==> src/rtl/conv_pkg.sv <==
// Shared widths and helpers for the 3x3 convolution MAC pipeline.
package conv_pkg;

  localparam int DEF_DATA_WIDTH = 8;
  localparam int DEF_ACC_WIDTH  = 32;
  localparam int DEF_OUT_WIDTH  = 8;
  localparam int NTAPS          = 9;

  function automatic longint sat_hi(input int w);
    return (longint'(1) <<< (w - 1)) - 1;
  endfunction

  function automatic longint sat_lo(input int w);
    return -(longint'(1) <<< (w - 1));
  endfunction

  // LSB position of tap k in a row-major packed 3x3 vector.
  function automatic int pix_lsb(input int k, input int w);
    return k * w;
  endfunction

endpackage

==> src/rtl/conv33_adder_tree.sv <==
// Nine-term signed adder with a registered, enable-held output.
module conv33_adder_tree
  import conv_pkg::*;
#(
  parameter int IN_W = 16
) (
  input  logic                    clk,
  input  logic                    en,
  input  logic [NTAPS*IN_W-1:0]   terms,
  output logic signed [IN_W+3:0]  sum_q
);

  logic signed [IN_W+3:0] sum_d;

  // Four guard bits cover the growth of nine full-scale terms.
  always_comb begin
    sum_d = sum_q;
    if (en) begin
      sum_d = '0;
      for (int k = 0; k < NTAPS; k++) begin
        sum_d = sum_d + (IN_W+4)'($signed(terms[pix_lsb(k, IN_W) +: IN_W]));
      end
    end
  end

  always_ff @(posedge clk) begin
    sum_q <= sum_d;
  end

endmodule

==> src/rtl/conv33_mac_pipe.sv <==
// 3x3 convolution MAC: products, adder tree, channel accumulator, then
// shift / ReLU / saturation into a stallable output register.
module conv33_mac_pipe
  import conv_pkg::*;
#(
  parameter int DATA_WIDTH = DEF_DATA_WIDTH,
  parameter int ACC_WIDTH  = DEF_ACC_WIDTH,
  parameter int OUT_WIDTH  = DEF_OUT_WIDTH,
  parameter int SHIFT      = 0,
  parameter int RELU_EN    = 1
) (
  input  logic                          clk,
  input  logic                          rst_n,
  input  logic                          in_valid,
  output logic                          in_ready,
  input  logic [NTAPS*DATA_WIDTH-1:0]   in_data,
  input  logic [NTAPS*DATA_WIDTH-1:0]   in_weight,
  input  logic                          in_last,
  input  logic signed [ACC_WIDTH-1:0]   bias,
  output logic                          out_valid,
  input  logic                          out_ready,
  output logic signed [OUT_WIDTH-1:0]   result,
  output logic                          sat_flag
);

  localparam int PROD_W = 2 * DATA_WIDTH;
  localparam int SUM_W  = PROD_W + 4;

  logic adv;

  logic                          vld_p1_q, vld_p1_d, last_p1_q, last_p1_d;
  logic signed [ACC_WIDTH-1:0]   bias_p1_q, bias_p1_d;
  logic [NTAPS*PROD_W-1:0]       prod_p1_q, prod_p1_d;

  logic                          vld_p2_q, vld_p2_d, last_p2_q, last_p2_d;
  logic signed [ACC_WIDTH-1:0]   bias_p2_q, bias_p2_d;
  logic signed [SUM_W-1:0]       sum_p2_q;

  logic                          vld_p3_q, vld_p3_d;
  logic signed [ACC_WIDTH-1:0]   total_p3_q, total_p3_d;
  logic signed [ACC_WIDTH-1:0]   acc_q, acc_d, acc_sum;

  logic                          out_valid_q, out_valid_d, sat_q, sat_d;
  logic signed [OUT_WIDTH-1:0]   result_q, result_d;

  function automatic logic signed [PROD_W-1:0] mul(input logic signed [DATA_WIDTH-1:0] a,
                                                   input logic signed [DATA_WIDTH-1:0] b);
    return PROD_W'(a) * PROD_W'(b);
  endfunction

  // Returns {clipped, value}; the ReLU clamp alone never reports clipping.
  function automatic logic [OUT_WIDTH:0] shift_relu_sat(input logic signed [ACC_WIDTH-1:0] t);
    logic signed [ACC_WIDTH-1:0] v;
    longint vx;
    v = t >>> SHIFT;
    if (RELU_EN != 0 && v < 0) v = '0;
    vx = longint'(v);
    if (vx > sat_hi(OUT_WIDTH)) return {1'b1, OUT_WIDTH'(sat_hi(OUT_WIDTH))};
    if (vx < sat_lo(OUT_WIDTH)) return {1'b1, OUT_WIDTH'(sat_lo(OUT_WIDTH))};
    return {1'b0, v[OUT_WIDTH-1:0]};
  endfunction

  assign adv       = !out_valid_q || out_ready;
  assign in_ready  = adv;
  assign out_valid = out_valid_q;
  assign result    = result_q;
  assign sat_flag  = sat_q;

  conv33_adder_tree #(.IN_W(PROD_W)) u_tree (
    .clk   (clk),
    .en    (adv),
    .terms (prod_p1_q),
    .sum_q (sum_p2_q)
  );

  always_comb begin
    acc_sum     = acc_q + ACC_WIDTH'(sum_p2_q);
    vld_p1_d    = vld_p1_q;
    last_p1_d   = last_p1_q;
    bias_p1_d   = bias_p1_q;
    prod_p1_d   = prod_p1_q;
    vld_p2_d    = vld_p2_q;
    last_p2_d   = last_p2_q;
    bias_p2_d   = bias_p2_q;
    vld_p3_d    = vld_p3_q;
    total_p3_d  = total_p3_q;
    acc_d       = acc_q;
    out_valid_d = out_valid_q;
    result_d    = result_q;
    sat_d       = sat_q;
    if (adv) begin
      // stage 1: products
      vld_p1_d  = in_valid;
      last_p1_d = in_last;
      bias_p1_d = bias;
      for (int k = 0; k < NTAPS; k++) begin
        prod_p1_d[pix_lsb(k, PROD_W) +: PROD_W] =
          mul(in_data[pix_lsb(k, DATA_WIDTH) +: DATA_WIDTH],
              in_weight[pix_lsb(k, DATA_WIDTH) +: DATA_WIDTH]);
      end
      // stage 2: adder tree output registered in u_tree
      vld_p2_d  = vld_p1_q;
      last_p2_d = last_p1_q;
      bias_p2_d = bias_p1_q;
      // stage 3: channel accumulation; a last beat drains and clears it
      vld_p3_d = vld_p2_q && last_p2_q;
      if (vld_p2_q) begin
        if (last_p2_q) begin
          total_p3_d = acc_sum + bias_p2_q;
          acc_d      = '0;
        end else begin
          acc_d = acc_sum;
        end
      end
      // stage 4: shift, ReLU, saturate
      out_valid_d = vld_p3_q;
      if (vld_p3_q) {sat_d, result_d} = shift_relu_sat(total_p3_q);
    end
  end

  always_ff @(posedge clk or negedge rst_n) begin
    if (!rst_n) begin
      vld_p1_q    <= 1'b0;
      vld_p2_q    <= 1'b0;
      vld_p3_q    <= 1'b0;
      acc_q       <= '0;
      out_valid_q <= 1'b0;
      result_q    <= '0;
      sat_q       <= 1'b0;
    end else begin
      vld_p1_q    <= vld_p1_d;
      vld_p2_q    <= vld_p2_d;
      vld_p3_q    <= vld_p3_d;
      acc_q       <= acc_d;
      out_valid_q <= out_valid_d;
      result_q    <= result_d;
      sat_q       <= sat_d;
    end
  end

  always_ff @(posedge clk) begin
    last_p1_q  <= last_p1_d;
    bias_p1_q  <= bias_p1_d;
    prod_p1_q  <= prod_p1_d;
    last_p2_q  <= last_p2_d;
    bias_p2_q  <= bias_p2_d;
    total_p3_q <= total_p3_d;
  end

endmodule

==> config.mk <==
export PLATFORM = sky130hd
export DESIGN_NAME = conv33_mac_pipe
export DESIGN_NICKNAME = d
export VERILOG_FILES = /design/src/rtl/conv_pkg.sv /design/src/rtl/conv33_adder_tree.sv /design/src/rtl/conv33_mac_pipe.sv
export SDC_FILE = /design/constraint.sdc
export NUM_CORES = 2
export LEC_CHECK = 0
export CAP_MARGIN = 0
export CELL_PAD_IN_SITES_DETAIL_PLACEMENT = 1
export CELL_PAD_IN_SITES_GLOBAL_PLACEMENT = 1
export CORE_MARGIN = 4
export CORE_UTILIZATION = 45
export CTS_CLUSTER_DIAMETER = 40
export DETAILED_ROUTE_END_ITERATION = 10
export HOLD_SLACK_MARGIN = 0.08
export PLACE_DENSITY = 0.78
export SETUP_SLACK_MARGIN = 0.05
export SLEW_MARGIN = 10
export SYNTH_ARGS = -nofsm -noshare
export SYNTH_HDL_FRONTEND = slang
export SYNTH_HIERARCHICAL = 1
export SYNTH_SLANG_ARGS = --single-unit
==> constraint.sdc <==
create_clock -name clk -period 9 [get_ports clk]
set_input_delay 0.9 -clock clk [delete_from_list [all_inputs] [get_ports clk]]
set_output_delay 0.9 -clock clk [all_outputs]
set_load 0.02 [all_outputs]
# After elaboration in Yosys (flattened, before gate mapping)
# Index checks and enable logic that the tools add are counted.
# word_totals
ff_bits	307
latchBits	0
ram_bits	0
mem_bits_ro	0
input_bits	181
output_inout_bits	11
wordCells	57
memories	0
# op_classes
addsub	10
multipliers	9
n_div	0
n_lt_le_gt_ge	3
eq_ne	0
shifts	0
mux	15
n_bitwise	0
reduce_logical	6
# ops
operator	n
$mul A8 B8 Y16	9
$mux W32	4
$add A20 B16 Y20	6
$mux W9	4
$add A32 B20 Y32	1
$add A32 B32 Y32	1
$gt A32 B8 Y1 const B	1
$lt A32 B1 Y1 const B	1
$lt A32 B8 Y1 const B	1
$add A17 B16 Y18	1
$add A16 B16 Y17	1
$mux W1	7
$reduce_and A2 Y1	2
$reduce_and A3 Y1	1
$logic_and A1 B1 Y1	1
$logic_not A1 Y1	1
$logic_or A1 B1 Y1	1

# Longest topological paths before layout
# logic_depth
ltp_word	13
mapped_depth	20
ltp_nobuf	20

# Modules after synthesis
# The synthesis kept the hierarchy.
# modules_own_cells
mod	instances	cells_per_inst	area_each_um2	seq_area_each_um2
conv33_mac_pipe	1	3424	34725.8	8393.0
conv33_adder_tree	1	429	4470.5	600.6

# Worst setup path before layout
# Ideal clock, no wire load.
# synth_timing
path_type	input to register
from	in out_ready
to	reg total_p3_q[0], enable pin
setup_time_ns	0.421
arrival_ns	9.877
t_required_ns	8.579
setup_slack_ns	-1.298
cell_stages	6
n_path_buf	3
path_cell_list	nand2b_1 > clkbuf_1 > nand2_1 > clkbuf_1 > clkbuf_1 > nor2_1
# synth_between
elab_chain_cells	2
# synth_rtl
element	line	rtl
start, declared	conv33_mac_pipe.sv:21	input logic out_ready,
$logic_or A1 B1 Y1	conv33_mac_pipe.sv:63	assign adv = !out_valid_q || out_ready;
named net in_ready	conv33_mac_pipe.sv:15	output logic in_ready,
$reduce_and A3 Y1 (no line)	-	
end signal, assigned	conv33_mac_pipe.sv:147	total_p3_q <= total_p3_d;
end, declared	conv33_mac_pipe.sv:40	logic signed [ACC_WIDTH-1:0] total_p3_q, total_p3_d;
# The timed path passes the listed nets, and every way through them passes these cells.
# A chain may end at the register's enable or synchronous reset.

# Worst setup path after layout
# layout_timing
from	in in_weight[40]
to	reg prod_p1_q[94], data pin
# layout_between
elab_chain_cells	1
# layout_rtl
element	line	rtl
start, declared	conv33_mac_pipe.sv:17	input logic [NTAPS*DATA_WIDTH-1:0] in_weight,
$mul A8 B8 Y16	conv33_mac_pipe.sv:48	return PROD_W'(a) * PROD_W'(b);
end signal, assigned	conv33_mac_pipe.sv:144	prod_p1_q <= prod_p1_d;
end, declared	conv33_mac_pipe.sv:33	logic [NTAPS*PROD_W-1:0] prod_p1_q, prod_p1_d;
# No other way between the ends.

==> key figures <==
Yosys
  • Post-Synthesis Cell Area: 0.0392 sq mm
  • Dominant synthesized flop cell: edfxtp_1
  • EDFF count, synth: 262
  • Synth cell types: 79
  • Syn Nets: 4,994
  • Yosys reg bits: 307
  • Syn Inst Count: 3,853
  • Async set or reset register ratio after synthesis: 0.147
  • Sequential area share after synthesis: 0.229
  • Top post-synthesis cells by area: fa_1 31%, edfxtp_1 20%, ha_1 11%
  • Synth top area share: 0.313
  • Yosys top cell by area: fa_1
  • Synth Area per Inst: 10.2 sq um
  • Syn. warnings: 6

Setup path
  • CP max-delay cell: o311ai_0
  • CP Max Fanout: 8
  • Critical path's largest stage delay: 0.92 ns
  • Critical path class: input port to flop
  • RR Startpoint: u_tree/sum_q[19]
  • CP startpoint: in_weight[40]
  • Critical path required time: 9.25 ns
  • CP cell instances: clkdlybuf4s50_1 > and2_1 > fa_1 > inv_1 > fa_1 > inv_1 > fa_1 > inv_1 > fa_1 > inv_1 > ha_1 > o21ai_0 > a21boi_0 > o21ai_0 > a21boi_0 > o21ai_0 > nand2_1 > o311ai_0
  • Worst EP arrival: 6.16 ns
  • Crit end category: flop
  • Startpoint types: input port

Global routing
  • Initial antenna violation count: 6
  • GRT Total Usage: 0.225
  • Number of global-route vias before repair: 30.9k
  • Largest net degree at the start of global routing: 129
  • Global-route wire length before repair: 162,000 microns
  • GR Overflow Total: 0

STA
  • Minimum clock period: 5.91 ns
  • Maximum clock rate: 169 MHz
  • Final period utilization: 0.657
  • Setup tns final: 0 ns
  • Fin. Hold Viols: 0
  • # setup viols final: 0
  • Max-slew violations: 0
  • Worst slew pin tran: 1.07 ns
  • RSZ-0062 raised after global routing: false
  • Worst Skew: 0.0334 ns
  • Max-slew headroom: 0.275

Placed design
  • HPWL after DPL: 82,900 microns
  • Number of port buffers: 191
  • Gpl congestion: 0.887

Run status
  • Status: complete, no violations

Route
  • Initial drt markers: 1,134
  • Met2 wire length: 54,000 microns
  • Via Count: 27.0k
  • DRT antenna net count: 0
  • DRT Pass-1 Iters: 5
  • Post-Route M1 WL: 38,900 microns
  • Highest routing layer actually used: met5
  • WL/cell: 18.9 microns
  • Via density: 5.12
  • DRT Wirelength: 99,500 microns
  • Metal3 WL: 3860 microns
  • Drt drc: 0

CTS
  • H-tree levels: 2
  • Max clock buf depth: 3
  • Setup bufs post-CTS: 0
  • Clk root buf: clkbuf_16
  • Clock sinks: 307
  • CTS clk-pin slew, worst paths: 0.06 ns
  • Total CTS buffers: 51
  • Worst-skew pair later-pin latency: 0.59 ns
  • # hold bufs at CTS: 0
  • Post-cts sizing count: 0
  • CTS tree: yes

Finish
  • Final-stage net count: 5,224
  • Layout cell share with drive strength beyond 1: 0.0320
  • Area growth syn-to-layout: 13.0%

Floorplanning
  • Initial Util: 0.457
  • Rows: 107
  • Die Y-Extent: 303 microns
  • Die W: 303 microns
  • Io pins: 192
  • Core Box Area: 0.0858 sq mm
  • Die area: 0.0919 sq mm

Run
  • Max-cap violations: 0

Worst hold path
  • Hold crit path type: input port to async pin
==> flip-flops by register name, indices dropped and copies added, names as in the netlist <==
signal,flops
sat_flag,1
bias_p2_q,32
vld_p1_q,1
prod_p1_q,144
total_p3_q,32
last_p1_q,1
vld_p3_q,1
result,8
bias_p1_q,32
last_p2_q,1
u_tree/sum_q,20
acc_q,32
vld_p2_q,1
out_valid,1
==> critical path, delay by kind of cell <==
kind	cells	cell delay [ns]
buffers and inverters	5	0.76
adder cells (fa/ha/maj)	5	2.30
AO/OA/AOI/OAI	6	1.81
AND/OR/NAND/NOR	2	0.38
==> cell type report <==
class	count	area (sq um)
clock inverters	37	413
flip-flops and latches	307	8990
well taps	1144	1430
repair buffers	198	1970
inverters	949	3560
clock buffers	58	1340
multi-input cells	2576	26600
fillers	9458	41500
diodes	3	7.51
==> cells in the mapped netlist, types with 17 or more instances <==
cell,n
a22o_1,29
a21o_1,33
xor2_1,30
and2_1,382
a21oi_1,107
edfxtp_1,262
a211oi_1,17
nand2b_1,30
a21boi_0,21
inv_1,949
fa_1,612
nor2_1,126
xnor2_1,163
nor2b_1,83
clkbuf_1,18
ha_1,348
nor3_1,34
dfrtp_1,45
o21ai_0,81
nand3_1,38
nand2_1,238
==> cell usage in the layout, fill, tap and decap left out, drive strengths merged, types with 6 or more instances in the layout <==
master and count:
clkinv 17, o21bai 8, a211oi 19, o21ai 85, nor2b 83, edfxtp 262
inv 960, nand2b 30, o211ai 12, clkbuf 58, a2111oi 7, and3 11
nand4 8, dfrtp 45, nor2 126, fa 612, a31oi 13, nand2 240
o311ai 8, clkdlybuf4s50 190, nor3 34, xor2 30, mux2 10, nor4 9
o21a 7, a41o 6, nand3 38, a21o 34, a21boi 21, and2 383
buf 8, xnor2 163, o31ai 12, ha 348, a21oi 108, a22o 29
o41ai 9, nand3b 8
==> stage by stage <==
step | util | cell area [sq um] | instances | hold WS, ns | setup WS, ns
2_1_floorplan | - | 39200 | 3853 | 0.400 | 2.43
5_1_grt | 0.516 | 44300 | 5269 | 0.419 | 2.60
6_report | 0.516 | 44300 | 5272 | 0.397 | 3.09
4_1_cts | 0.516 | 44300 | 5269 | 0.403 | 3.08
3_3_place_gp | 0.496 | 42500 | 5174 | 0.402 | 2.69
3_5_place_dp | 0.496 | 42500 | 5174 | 0.406 | 2.46
==> path summary, 6_finish.rpt <==
check | slack, ns | cells after the start | to
min in group clk | 0.41 | 0 | bias_p2_q[31]
setup reg to reg | 3.92 | 15 | total_p3_q[31]
hold reg to reg | 0.41 | 0 | bias_p2_q[31]
setup / recovery | 3.09 | 18 | prod_p1_q[94]
hold / removal | 0.40 | 2 | result[5]
max in group asynchronous | 8.14 | 2 | acc_q[28]
==> metal layers <==
| metal | GRT usage | vias to the layer above |
|---|---|---|
| li1 | - | 12600 |
| met1 | 0.264 | 13900 |
| met2 | 0.429 | 357 |
| met3 | 0.0311 | 142 |
| met4 | 0.0593 | 4 |
| met5 | 0 | - |
==> cell families (layout without fill, tap and decap cells) <==
family,after synthesis,after routing,synth area share
simple gates,1000,1000,0.136
buf+inv,970,1242,0.0930
fa+ha+maj,960,960,0.424
compound gates,409,409,0.0709
flops,307,307,0.229
xor+xnor,194,194,0.0437
mux,13,13,0.00364
other cells,0,3,0
Power is left out: the tool's default activity adds up to more than one toggle a clock period on the data nets, which glitch-free logic cannot reach.
